===== src/rtl/mux8way_if.sv =====
// Eight-channel gather bus: per-channel valid/ready/data in, one registered stream out.
// The in_last signal exists only when MUX8WAY_PKT_LOCK_EN is defined.
interface mux8way_if #(
  parameter int unsigned WIDTH = 8
);
  logic [7:0]         in_valid;
  logic [8*WIDTH-1:0] in_data;
  logic [7:0]         in_ready;
  logic               out_valid;
  logic [WIDTH-1:0]   out_data;
  logic [2:0]         out_sel;
  logic               out_ready;
`ifdef MUX8WAY_PKT_LOCK_EN
  logic [7:0]         in_last;
`endif

`ifdef MUX8WAY_PKT_LOCK_EN
  modport master (output in_valid, in_data, in_last, out_ready,
                  input  in_ready, out_valid, out_data, out_sel);
  modport slave  (input  in_valid, in_data, in_last, out_ready,
                  output in_ready, out_valid, out_data, out_sel);
`else
  modport master (output in_valid, in_data, out_ready,
                  input  in_ready, out_valid, out_data, out_sel);
  modport slave  (input  in_valid, in_data, out_ready,
                  output in_ready, out_valid, out_data, out_sel);
`endif
endinterface


===== src/rtl/mux8way_rr_arbiter.sv =====
// Round-robin 8:1 gathering mux with a single registered output stage.
// Define MUX8WAY_PKT_LOCK_EN to hold the grant on one channel until in_last.
module mux8way_rr_arbiter #(
  parameter int unsigned WIDTH = 8
) (
  input  logic      clk,
  input  logic      rst_n,
  mux8way_if.slave  bus
);

  typedef enum logic {EMPTY, FULL} ostate_e;

  ostate_e          ostate_q, ostate_d;
  logic [WIDTH-1:0] data_q, data_d;
  logic [2:0]       sel_q, sel_d;
  logic [2:0]       rr_ptr_q, rr_ptr_d;

`ifdef MUX8WAY_PKT_LOCK_EN
  typedef enum logic {UNLOCKED, LOCKED} lstate_e;

  lstate_e          lock_q, lock_d;
  logic [2:0]       lock_idx_q, lock_idx_d;
`endif

  logic [7:0] req;
  logic [7:0] grant;
  logic [2:0] win;
  logic [2:0] idx;
  logic       found;
  logic       load;
  logic       xfer;

  always_ff @(posedge clk) begin
    if (!rst_n) begin
      ostate_q   <= EMPTY;
      data_q     <= '0;
      sel_q      <= '0;
      rr_ptr_q   <= '0;
`ifdef MUX8WAY_PKT_LOCK_EN
      lock_q     <= UNLOCKED;
      lock_idx_q <= '0;
`endif
    end else begin
      ostate_q   <= ostate_d;
      data_q     <= data_d;
      sel_q      <= sel_d;
      rr_ptr_q   <= rr_ptr_d;
`ifdef MUX8WAY_PKT_LOCK_EN
      lock_q     <= lock_d;
      lock_idx_q <= lock_idx_d;
`endif
    end
  end

  // Scan from rr_ptr upward; a held packet masks every other requester.
  always_comb begin
    req = bus.in_valid;
`ifdef MUX8WAY_PKT_LOCK_EN
    if (lock_q == LOCKED) req = bus.in_valid & (8'b1 << lock_idx_q);
`endif
    found = 1'b0;
    win   = '0;
    idx   = '0;
    for (int unsigned k = 0; k < 8; k++) begin
      idx = rr_ptr_q + 3'(k);
      if (!found && req[idx]) begin
        found = 1'b1;
        win   = idx;
      end
    end
    load  = (ostate_q == EMPTY) || bus.out_ready;
    grant = (found && load && rst_n) ? (8'b1 << win) : '0;
    xfer  = |grant;
  end

  always_comb begin
    ostate_d   = ostate_q;
    data_d     = data_q;
    sel_d      = sel_q;
    rr_ptr_d   = rr_ptr_q;
`ifdef MUX8WAY_PKT_LOCK_EN
    lock_d     = lock_q;
    lock_idx_d = lock_idx_q;
`endif
    if (load) begin
      if (xfer) begin
        ostate_d = FULL;
        data_d   = bus.in_data[win*WIDTH +: WIDTH];
        sel_d    = win;
        rr_ptr_d = win + 3'd1;
`ifdef MUX8WAY_PKT_LOCK_EN
        lock_d     = bus.in_last[win] ? UNLOCKED : LOCKED;
        lock_idx_d = win;
`endif
      end else begin
        ostate_d = EMPTY;
      end
    end
  end

  always_comb begin
    bus.in_ready  = grant;
    bus.out_valid = (ostate_q == FULL);
    bus.out_data  = data_q;
    bus.out_sel   = sel_q;
  end

endmodule

===== src/flat_wrapper.sv =====
// flat-port wrapper written by rule: the top's interface ports become plain ports
module mux8way_rr_arbiter_flat 
#(
  parameter int unsigned WIDTH = 8
)
  (clk, rst_n, bus_in_valid, bus_in_data, bus_out_ready, bus_in_ready, bus_out_valid, bus_out_data, bus_out_sel);
  mux8way_if #(.WIDTH(WIDTH)) bus_i ();
  input  logic clk;
  input  logic rst_n;
  input wire logic [$bits(bus_i.in_valid)-1:0] bus_in_valid;
  input wire logic [$bits(bus_i.in_data)-1:0] bus_in_data;
  input wire logic [$bits(bus_i.out_ready)-1:0] bus_out_ready;
  output wire logic [$bits(bus_i.in_ready)-1:0] bus_in_ready;
  output wire logic [$bits(bus_i.out_valid)-1:0] bus_out_valid;
  output wire logic [$bits(bus_i.out_data)-1:0] bus_out_data;
  output wire logic [$bits(bus_i.out_sel)-1:0] bus_out_sel;
  assign bus_i.in_valid = bus_in_valid;
  assign bus_i.in_data = bus_in_data;
  assign bus_i.out_ready = bus_out_ready;
  assign bus_in_ready = bus_i.in_ready;
  assign bus_out_valid = bus_i.out_valid;
  assign bus_out_data = bus_i.out_data;
  assign bus_out_sel = bus_i.out_sel;
  mux8way_rr_arbiter #(.WIDTH(WIDTH)) u_core (.clk(clk), .rst_n(rst_n), .bus(bus_i));
endmodule

===== config.mk =====
export PLATFORM = sky130hd
export DESIGN_NAME = mux8way_rr_arbiter_flat
export DESIGN_NICKNAME = d
export VERILOG_FILES = /design/src/rtl/mux8way_if.sv /design/src/rtl/mux8way_rr_arbiter.sv /design/src/flat_wrapper.sv
export SDC_FILE = /design/constraint.sdc
export NUM_CORES = 1
export LEC_CHECK = 0
export BUFFER_PORTS_ARGS = -buffer_cell sky130_fd_sc_hd__buf_4
export CAP_MARGIN = 20
export CORE_MARGIN = 2
export CORE_UTILIZATION = 53
export CTS_BUF_LIST = sky130_fd_sc_hd__clkbuf_8 sky130_fd_sc_hd__clkbuf_16
export CTS_CLUSTER_DIAMETER = 50
export DETAILED_ROUTE_END_ITERATION = 8
export PLACE_DENSITY_LB_ADDON = 0.2
export SLEW_MARGIN = 0
export SYNTH_ARGS = -nofsm -noshare
export SYNTH_HDL_FRONTEND = slang
export SYNTH_SLANG_ARGS = --single-unit

===== constraint.sdc =====
create_clock -name clk -period 9.1 [get_ports clk]
set_input_delay 0.91 -clock clk [delete_from_list [all_inputs] [get_ports clk]]
set_output_delay 0.91 -clock clk [all_outputs]
set_load 0.02 [all_outputs]

## Word-level counts from Yosys, hierarchy flattened

Index checks and enable logic that the tools add are counted.

- Reduce and logical (&&, ||, !) cells: 19
- Bitwise gates (word level): 1
- Magnitude comparators: 8
- Shift-type cells: 2
- Mux-type cells: 34
- Add/subtract/negate cells: 8

Operators with widths:

| operator | count |
|---|---|
| 64-bit by 7-bit variable part select with 8-bit output | 1 |
| 3-bit by 4-bit less-than comparator with 1-bit output (second input constant) | 8 |
| 1-bit binary-select mux with 3-bit select | 8 |
| 3-bit 2-to-1 mux | 8 |
| 1-bit 2-to-1 mux | 17 |
| 3-bit adder (second input constant) | 4 |
| 1-bit logical AND | 9 |
| 8-bit 2-to-1 mux | 1 |
| 8-bit OR reduction | 1 |
| 1-bit by 3-bit left shift with 8-bit output (first input constant) | 1 |
| 1-bit logical NOT | 7 |
| 3-bit by 1-bit adder with 3-bit output (second input constant) | 2 |
| 3-bit by 2-bit adder with 3-bit output (second input constant) | 2 |
| 2-bit AND reduction | 1 |
| 1-bit logical OR | 1 |
| 1-bit inverter | 1 |

- Logic and storage cells: 76
- Register bits: 15
- Input port bits: 75

## Longest topological paths before layout

Gate-level depths: netlist (run 1).

- Depth in word-level cells: 29
- Depth in mapped cells: 22
- Mapped depth without buffers: 16

## Worst setup path before layout (run 1)

OpenSTA, ideal clock, no wires.

- Kind: register -> output
- From: register u_core.rr_ptr_q[0]
- To: output bus_in_ready[7]
- Cell stages (with the launch flop): 16
- Buffers on the path: 3
- Path slack: 4.440 ns
- Data required time: 8.190 ns
- Arrival time: 3.750 ns
- Path through: dfxtp_1 buf_6 buf_2 inv_1 ha_1 mux4_1 mux2i_2 nor2_1 mux2_2 a22o_1 a21oi_2 buf_2 nand3_1 inv_1 ha_1 and2_1

- Word-level cells in the longest chain between the ends: 27
- Elaborated cells between the ends (all ways): 57
- Those cells by class: add/sub (7); shift (1); mux (33); reduce/logical (16)

Ends and longest elaborated chain:

| what | RTL line | text |
|---|---|---|
| start, declared | mux8way_rr_arbiter.sv:16 | `logic [2:0] rr_ptr_q, rr_ptr_d;` |
| start signal, assigned | mux8way_rr_arbiter.sv:47 | `rr_ptr_q <= rr_ptr_d;` |
| branches (longest 26 deep; another with 3-bit by 1-bit adder with 3-bit output) | n/a |  |
| 8-bit 2-to-1 mux (*) | mux8way_rr_arbiter.sv:72 | `grant = (found && load && rst_n) ? (8'b1 << win) : '0;` |
| end, declared | flat_wrapper.sv:13 | `output wire logic [$bits(bus_i.in_ready)-1:0] bus_in_ready;` |

Mark *: on every way between the ends. The select of a mux whose other input is x is not followed.

## Final worst setup path (run 1)

Same ends and word-level chain as after synthesis.

==> results of run 1 <==
==> registers in the layout, indices dropped and copies added, names as in the netlist <==
signal                flops
u_core.bus.out_sel        3
u_core.bus.out_data       8
u_core.bus.out_valid      1
u_core.rr_ptr_q           3
==> layout make-up <==
type                    count  area [µm²]  share of cell area [%]
clock inverters             1        3.75                   0.125
well taps                  52        65.1                    2.16
clock buffers               3        41.3                    1.37
flip-flops and latches     15         300                    9.98
inverters                  19        71.3                    2.37
repair buffers             95         713                    23.7
multi-input cells         211        1820                    60.3
==> synthesized netlist by cell type (4+ instances only) <==
cell,n
sky130_fd_sc_hd__dfxtp_1,15
sky130_fd_sc_hd__buf_2,6
sky130_fd_sc_hd__o21ai_0,6
sky130_fd_sc_hd__nand2b_1,6
sky130_fd_sc_hd__inv_1,19
sky130_fd_sc_hd__mux4_2,8
sky130_fd_sc_hd__a21oi_1,9
sky130_fd_sc_hd__nor2_1,13
sky130_fd_sc_hd__and2_1,4
sky130_fd_sc_hd__mux2_4,4
sky130_fd_sc_hd__o211ai_1,33
sky130_fd_sc_hd__nand3_1,15
sky130_fd_sc_hd__mux2i_1,33
sky130_fd_sc_hd__mux2_2,16
sky130_fd_sc_hd__buf_6,5
sky130_fd_sc_hd__nand2_1,15
sky130_fd_sc_hd__o22ai_1,4
==> critical path, stage by stage, from the launching register on <==
cell	delay (ps)
sky130_fd_sc_hd__dfxtp_1	830
sky130_fd_sc_hd__inv_1	110
sky130_fd_sc_hd__ha_1	610
sky130_fd_sc_hd__mux4_1	710
sky130_fd_sc_hd__a21oi_1	280
sky130_fd_sc_hd__a22oi_1	160
sky130_fd_sc_hd__nor2_4	240
sky130_fd_sc_hd__and3_1	400
sky130_fd_sc_hd__o21a_2	790
sky130_fd_sc_hd__inv_1	160
sky130_fd_sc_hd__ha_1	320
sky130_fd_sc_hd__and2_1	160
sky130_fd_sc_hd__buf_4	150
==> power by group <==
| part | internal (µW) | switching (µW) | total, µW | leakage [µW] |
|---|---|---|---|---|
| Clock | 29.9 | 22.7 | 52.6 | 0.0000269 |
| Combinational | 429 | 543 | 973 | 0.00124 |
| Sequential | 90.6 | 32.5 | 123 | 0.000124 |
| Total | 550 | 599 | 1150 | 0.00139 |
==> kinds of logic (layout without fill, tap and decap cells) <==
family                     count (synthesis)  count (layout)  synth area share (%)
and+or+nand+nor                           65              65                  14.8
AOI/OAI and AO/OA                         76              76                  26.0
DFF                                       15              15                  12.9
muxes                                     63              63                  33.9
adders and majority gates                  3               3                  1.61
buffers and inverters                     36             118                  9.29
xor gates and xnor gates                   4               4                  1.50
==> routing by layer <==
| metal | up-vias | GRT usage (%) |
|---|---|---|
| met4 | 0 | 5.34 |
| met2 | 97 | 52.2 |
| met3 | 7 | 5.34 |
| met1 | 1150 | 33.5 |
| met5 | - | 0 |
| li1 | 1182 | - |
==> how the worst max path moves through the flow <==
stage | from | end | slack, ps | cells past startpoint
finish | u_core.rr_ptr_q[0]$_SDFFE_PN0P_ | bus_in_ready[7] | 2990 | 12
CTS | u_core.rr_ptr_q[0]$_SDFFE_PN0P_ | bus_in_ready[7] | 3010 | 12
global route | u_core.rr_ptr_q[0]$_SDFFE_PN0P_ | bus_in_ready[7] | 2550 | 12
floorplan | u_core.rr_ptr_q[0]$_SDFFE_PN0P_ | bus_in_ready[7] | 4440 | 15
detailed placement | u_core.rr_ptr_q[0]$_SDFFE_PN0P_ | u_core.rr_ptr_q[2]$_SDFFE_PN0P_ | 3260 | 13
global placement | u_core.rr_ptr_q[0]$_SDFFE_PN0P_ | u_core.rr_ptr_q[2]$_SDFFE_PN0P_ | 3510 | 13
==> per-stage QoR <==
step | total power, µW | worst slack (ps) | cells | area (µm²) | util [%]
after floorplan | 919 | 4440 | 262 | 2330 | -
after global placement | 1070 | 3510 | 392 | 2970 | 69.1
after detailed placement | 1090 | 3260 | 392 | 2970 | 69.1
after CTS | 1150 | 3010 | 396 | 3010 | 70.1
after global routing | 1250 | 2550 | 396 | 3010 | 70.1
final | 1150 | 2990 | 396 | 3010 | 70.1
==> impl_metrics.json, run 1 <==
{
  "dieArea_um2": 4940,
  "fin_setup_tns_ps": 0,
  "n_antenna_cell": 0,
  "drt_wl_total_um": 6890,
  "post_cts_resized": 0,
  "synthTopCellsByArea": "sky130_fd_sc_hd__mux2i_1 14%, sky130_fd_sc_hd__dfxtp_1 13%, sky130_fd_sc_hd__o211ai_1 11%",
  "grt_util_all_layers_pct": 28.1,
  "cts_htree_levels": 1,
  "clock.fmax_mhz": 164,
  "cts.reportedPaths.clkPinSlew_ps": 50,
  "yosys_warnings": 0,
  "crit_fanout": 35,
  "period_needed_ps": 6110,
  "first_iter_violations": 132,
  "clk_latency_ps": 250,
  "globalRoute.totalOverflow": 0,
  "timing.clock.skew_ps": 4.45,
  "yosys.cell_types.count": 54,
  "met1_routed_wirelength_after_detailed_routing_um": 2770,
  "rrSetupSlack_ps": 3230,
  "route.met3.wl_um": 524,
  "startpoint_type": "flip-flop",
  "worstHoldStart": "u_core.bus.out_sel[2]$_SDFFE_PN0P_",
  "design.portCount": 95,
  "drt-wirelength-per-cell_um": 17.4,
  "number_of_flops_mapped_to_enable_cells_by_yosys": 0,
  "yosys_register_bits": 15,
  "min_delay_path_depth": 2,
  "antenna_found_initial": 0,
  "p_leak_uw": 0.00139,
  "die_y_um": 70.3,
  "peakVddDrop_mv": 0.282,
  "worst_r2r_startpoint": "u_core.rr_ptr_q[0]$_SDFFE_PN0P_",
  "remaining_drc_errors": 0,
  "synth_cells": 262,
  "cts.sink_count": 15,
  "post_synth_instance_area_um2": 2330,
  "setup_repair_after_global_routing_missed_its_margin": "no",
  "wire_length_of_the_first_global_routing_pass_um": 11400,
  "route.antenna.remaining_nets": 0,
  "max_cap_viol_count": 0,
  "vias": 2436,
  "synth_largest_area_cell": "sky130_fd_sc_hd__mux2i_1",
  "async_flop_share_pct": 0,
  "relSlewSlack_pct": 38.6,
  "synth_top_flop_cell": "sky130_fd_sc_hd__dfxtp_1",
  "end_of_the_worst_hold_path": "u_core.bus.out_sel[2]$_SDFFE_PN0P_",
  "synth_seq_area_share_pct": 12.9,
  "fp-row-count": 24,
  "vias_in_the_first_global_route": 2370,
  "yosysTopAreaCellShare_pct": 14.2,
  "floorplan.initialDensity_pct": 54.3,
  "detail_route.vias_per_cell": 6.15,
  "cts_tree": "built",
  "setup.worst_path.end_class": "primary output",
  "timing_worst_setup_path_type": "flip-flop to primary output",
  "commonest_non_fill_non_tap_cell_in_the_layout": "sky130_fd_sc_hd__buf_4",
  "setup_viol_count_final": 0,
  "met2WireLength_um": 3540,
  "critical_path_arrival_ps": 5200,
  "die_x_um": 70.3,
  "root_buffer": "sky130_fd_sc_hd__clkbuf_8",
  "layout.filler_cells": 361,
  "tightestPinTransition_ps": 921,
  "dr.pass1.iters": 5,
  "hold_viol": 0,
  "cts.repair_timing.setup_buffer_count": 0,
  "post_route_cells_drive_above_1_share_pct": 40.7,
  "hold_path_class": "flip-flop to flip-flop",
  "mostFrequentLayoutCells": "95 x sky130_fd_sc_hd__buf_4, 33 x sky130_fd_sc_hd__mux2i_1, 33 x sky130_fd_sc_hd__o211ai_1",
  "ctsLongestPathBuffers": 2,
  "cellPowerDensity_nw_per_um2": 381,
  "routabilityCongestion": 0.936,
  "grt_max_degree": 36,
  "maxSlewViolCount": 0,
  "timing.final.crit_share_pct": 67.1,
  "rr_endpoint": "u_core.rr_ptr_q[2]$_SDFFE_PN0P_",
  "highest_layer": "met4",
  "cts_hold_buffers": 0,
  "area_growth_pct": 29.1,
  "hold_ws_ps": 445,
  "core_um2": 4290,
  "worst_r2r_path_depth": 13,
  "hpwlAfterDp_um": 5490,
  "num_cts_buffers": 3,
  "synthesis.nets": 340,
  "crit_required_ps": 8190,
  "post_synth.cell_area_avg_um2": 8.90,
  "fin_nets": 423,
  "io_buffers": 94,
  "outcome": "completed"
}
Power figures use the tool's default switching activity.
==> run 2: changes to the inputs <==
--- a/config.mk
+++ b/config.mk
@@ -8,7 +8,7 @@
 export BUFFER_PORTS_ARGS = -buffer_cell sky130_fd_sc_hd__buf_4
 export CAP_MARGIN = 20
 export CORE_MARGIN = 2
-export CORE_UTILIZATION = 53
+export CORE_UTILIZATION = 45
 export CTS_BUF_LIST = sky130_fd_sc_hd__clkbuf_8 sky130_fd_sc_hd__clkbuf_16
 export CTS_CLUSTER_DIAMETER = 50
 export DETAILED_ROUTE_END_ITERATION = 8
==> constraint.sdc (replaced) <==
create_clock -name clk -period 5.1 [get_ports clk]
set_input_delay 0.51 -clock clk [delete_from_list [all_inputs] [get_ports clk]]
set_output_delay 0.51 -clock clk [all_outputs]
set_load 0.02 [all_outputs]
==> run 2 against run 1 <==
Net effect:
- sequential share of layout area decreased by 0.20 points
- via count is 0.29% higher
- cell count rose by 5.8%
- worst setup slack worse by 2600 ps
- die area rose by 17%
- largest cell class unchanged
==> impl_metrics.json, run 2 (same netlist as run 1, synthesis figures left out) <==
{
  "outcome": "completed",
  "setup.worst_path.end_class": "primary output",
  "placedCellCount": 415,
  "cts.reportedPaths.clkPinSlew_ps": 70,
  "fin_nets": 428,
  "maxSlewViolCount": 0,
  "p_switching_uw": 1100,
  "cts_hold_buffers": 0,
  "timing.critical_path.slowest_cell_delay_ps": 710,
  "p_leak_uw": 0.00142,
  "grt_max_degree": 35,
  "setup_viol_count_final": 0,
  "area_growth_pct": 31.8,
  "route.antenna.remaining_nets": 0,
  "startpoint_type": "flip-flop",
  "cts_tree": "built",
  "cellPowerDensity_nw_per_um2": 681,
  "max_cap_viol_count": 0,
  "hold_viol": 0,
  "drt_wl_total_um": 7040,
  "fin_util_pct": 60.9,
  "p_seq_share_pct": 8.9,
  "timing.critical_path.cells": "inv_1, ha_1, mux4_1, a21oi_1, a22oi_1, nor2_4, and3_1, buf_4, o21a_2, buf_4, nand2_1, nor2_1, buf_4",
  "first_iter_violations": 136,
  "timing.clock.skew_ps": 1.86,
  "peakVddDrop_mv": 0.443,
  "crit_fanout": 34,
  "worst_r2r_startpoint": "u_core.rr_ptr_q[1]$_SDFFE_PN0P_",
  "mostFrequentLayoutCells": "100 x sky130_fd_sc_hd__buf_4, 33 x sky130_fd_sc_hd__mux2i_1, 33 x sky130_fd_sc_hd__o211ai_1",
  "design.portCount": 95,
  "wire_length_of_the_first_global_routing_pass_um": 11300,
  "fp-row-count": 26,
  "vias": 2443,
  "relSlewSlack_pct": 53.3,
  "num_cts_buffers": 3,
  "clock.fmax_mhz": 214,
  "switching_fraction_of_total_power_pct": 52.4,
  "remaining_drc_errors": 0,
  "dieArea_um2": 5770,
  "layout.filler_cells": 455,
  "setup_repair_after_global_routing_missed_its_margin": "no",
  "grt_util_all_layers_pct": 23.3,
  "worst_setup_path_startpoint": "u_core.rr_ptr_q[1]$_SDFFE_PN0P_",
  "die_y_um": 76.0,
  "core_um2": 5040,
  "timing.final.crit_share_pct": 91.7,
  "clk_latency_ps": 250,
  "cts.sink_count": 15,
  "drt-wirelength-per-cell_um": 16.8,
  "clockPowerShare_pct": 4.8,
  "crit_required_ps": 4590,
  "period_needed_ps": 4670,
  "total_power_uw": 2090,
  "instances_no_fill": 419,
  "n_antenna_cell": 0,
  "post_cts_resized": 0,
  "cts.repair_timing.setup_buffer_count": 0,
  "hold_path_class": "flip-flop to flip-flop",
  "dr.pass1.iters": 5,
  "hpwlAfterDp_um": 5470,
  "timing.critical_path.mode_cell": "sky130_fd_sc_hd__buf_4",
  "critical-path-slowest-cell": "sky130_fd_sc_hd__mux4_1",
  "root_buffer": "sky130_fd_sc_hd__clkbuf_8",
  "io_buffers": 94,
  "tightestPinTransition_ps": 697,
  "max_ffs_per_register": 8,
  "critical_path_arrival_ps": 4160,
  "detail_route.vias_per_cell": 5.83,
  "floorplan.initialDensity_pct": 46.2,
  "fin_setup_tns_ps": 0,
  "vias_in_the_first_global_route": 2231,
  "timing_worst_setup_path_type": "flip-flop to primary output",
  "comb_power_share_pct": 86.3,
  "worstHoldStart": "u_core.bus.out_sel[0]$_SDFFE_PN0P_",
  "antenna_found_initial": 0,
  "commonest_non_fill_non_tap_cell_in_the_layout": "sky130_fd_sc_hd__buf_4",
  "post_route_cells_drive_above_1_share_pct": 41.8,
  "rrSetupSlack_ps": 550,
  "p_int_uw": 995,
  "hold_ws_ps": 440,
  "ctsLongestPathBuffers": 2,
  "routabilityCongestion": 0.930,
  "cts_htree_levels": 1,
  "globalRoute.totalOverflow": 0,
  "die_x_um": 76.0
}
## run 2: worst paths after layout
path / depth (start not counted) / to
max: 13 / bus_in_ready[3]
min: 2 / u_core.bus.out_sel[0]$_SDFFE_PN0P_
max reg2reg: 15 / u_core.bus.out_data[0]$_SDFFE_PN0P_
min reg2reg: 2 / u_core.bus.out_sel[0]$_SDFFE_PN0P_
## run 2: area by class of cell
| cell class | count | area (µm²) | area share [%] |
|---|---|---|---|
| multi-input cells | 211 | 1820 | 59.1 |
| repair buffers | 100 | 751 | 24.4 |
| flip-flops and latches | 15 | 300 | 9.78 |
| well taps | 70 | 87.6 | 2.85 |
| inverters | 19 | 71.3 | 2.32 |
| clock buffers | 3 | 41.3 | 1.34 |
| clock inverters | 1 | 5.00 | 0.163 |
## run 2: worst max-delay path: cells and delay by family, from the launching register on
family | cells | cell delay (ps)
flip-flops | 1 | 330
adder cells (fa/ha/maj) | 1 | 580
AO/OA/AOI/OAI | 3 | 620
AND/OR/NAND/NOR | 4 | 820
buffers and inverters | 4 | 860
multiplexers | 1 | 710
## run 2: through the flow
step	setup slack, ps	cell area [µm²]
2_1_floorplan	566	2330
3_3_place_gp	745	3030
3_5_place_dp	654	3030
4_1_cts	470	3070
5_1_grt	190	3070
6_report	425	3070
## run 2: routing by layer
layer  GRT usage, %  vias to the layer above  part of all wire (%)
li1               -                     1190                     -
met3           4.50                        8                   6.5
met5              0                        -                     0
met2           37.5                       91                    47
met1           33.1                     1154                    45
met4           3.45                        0                  0.97
## run 2: power groups by stage
stage	Combinational, µW	Sequential [µW]	Clock (µW)
3_3_place_gp	1780	188	0
2_1_floorplan	1420	221	0
4_1_cts	1780	186	103
6_report	1810	186	100
3_5_place_dp	1780	189	0
5_1_grt	1940	191	109
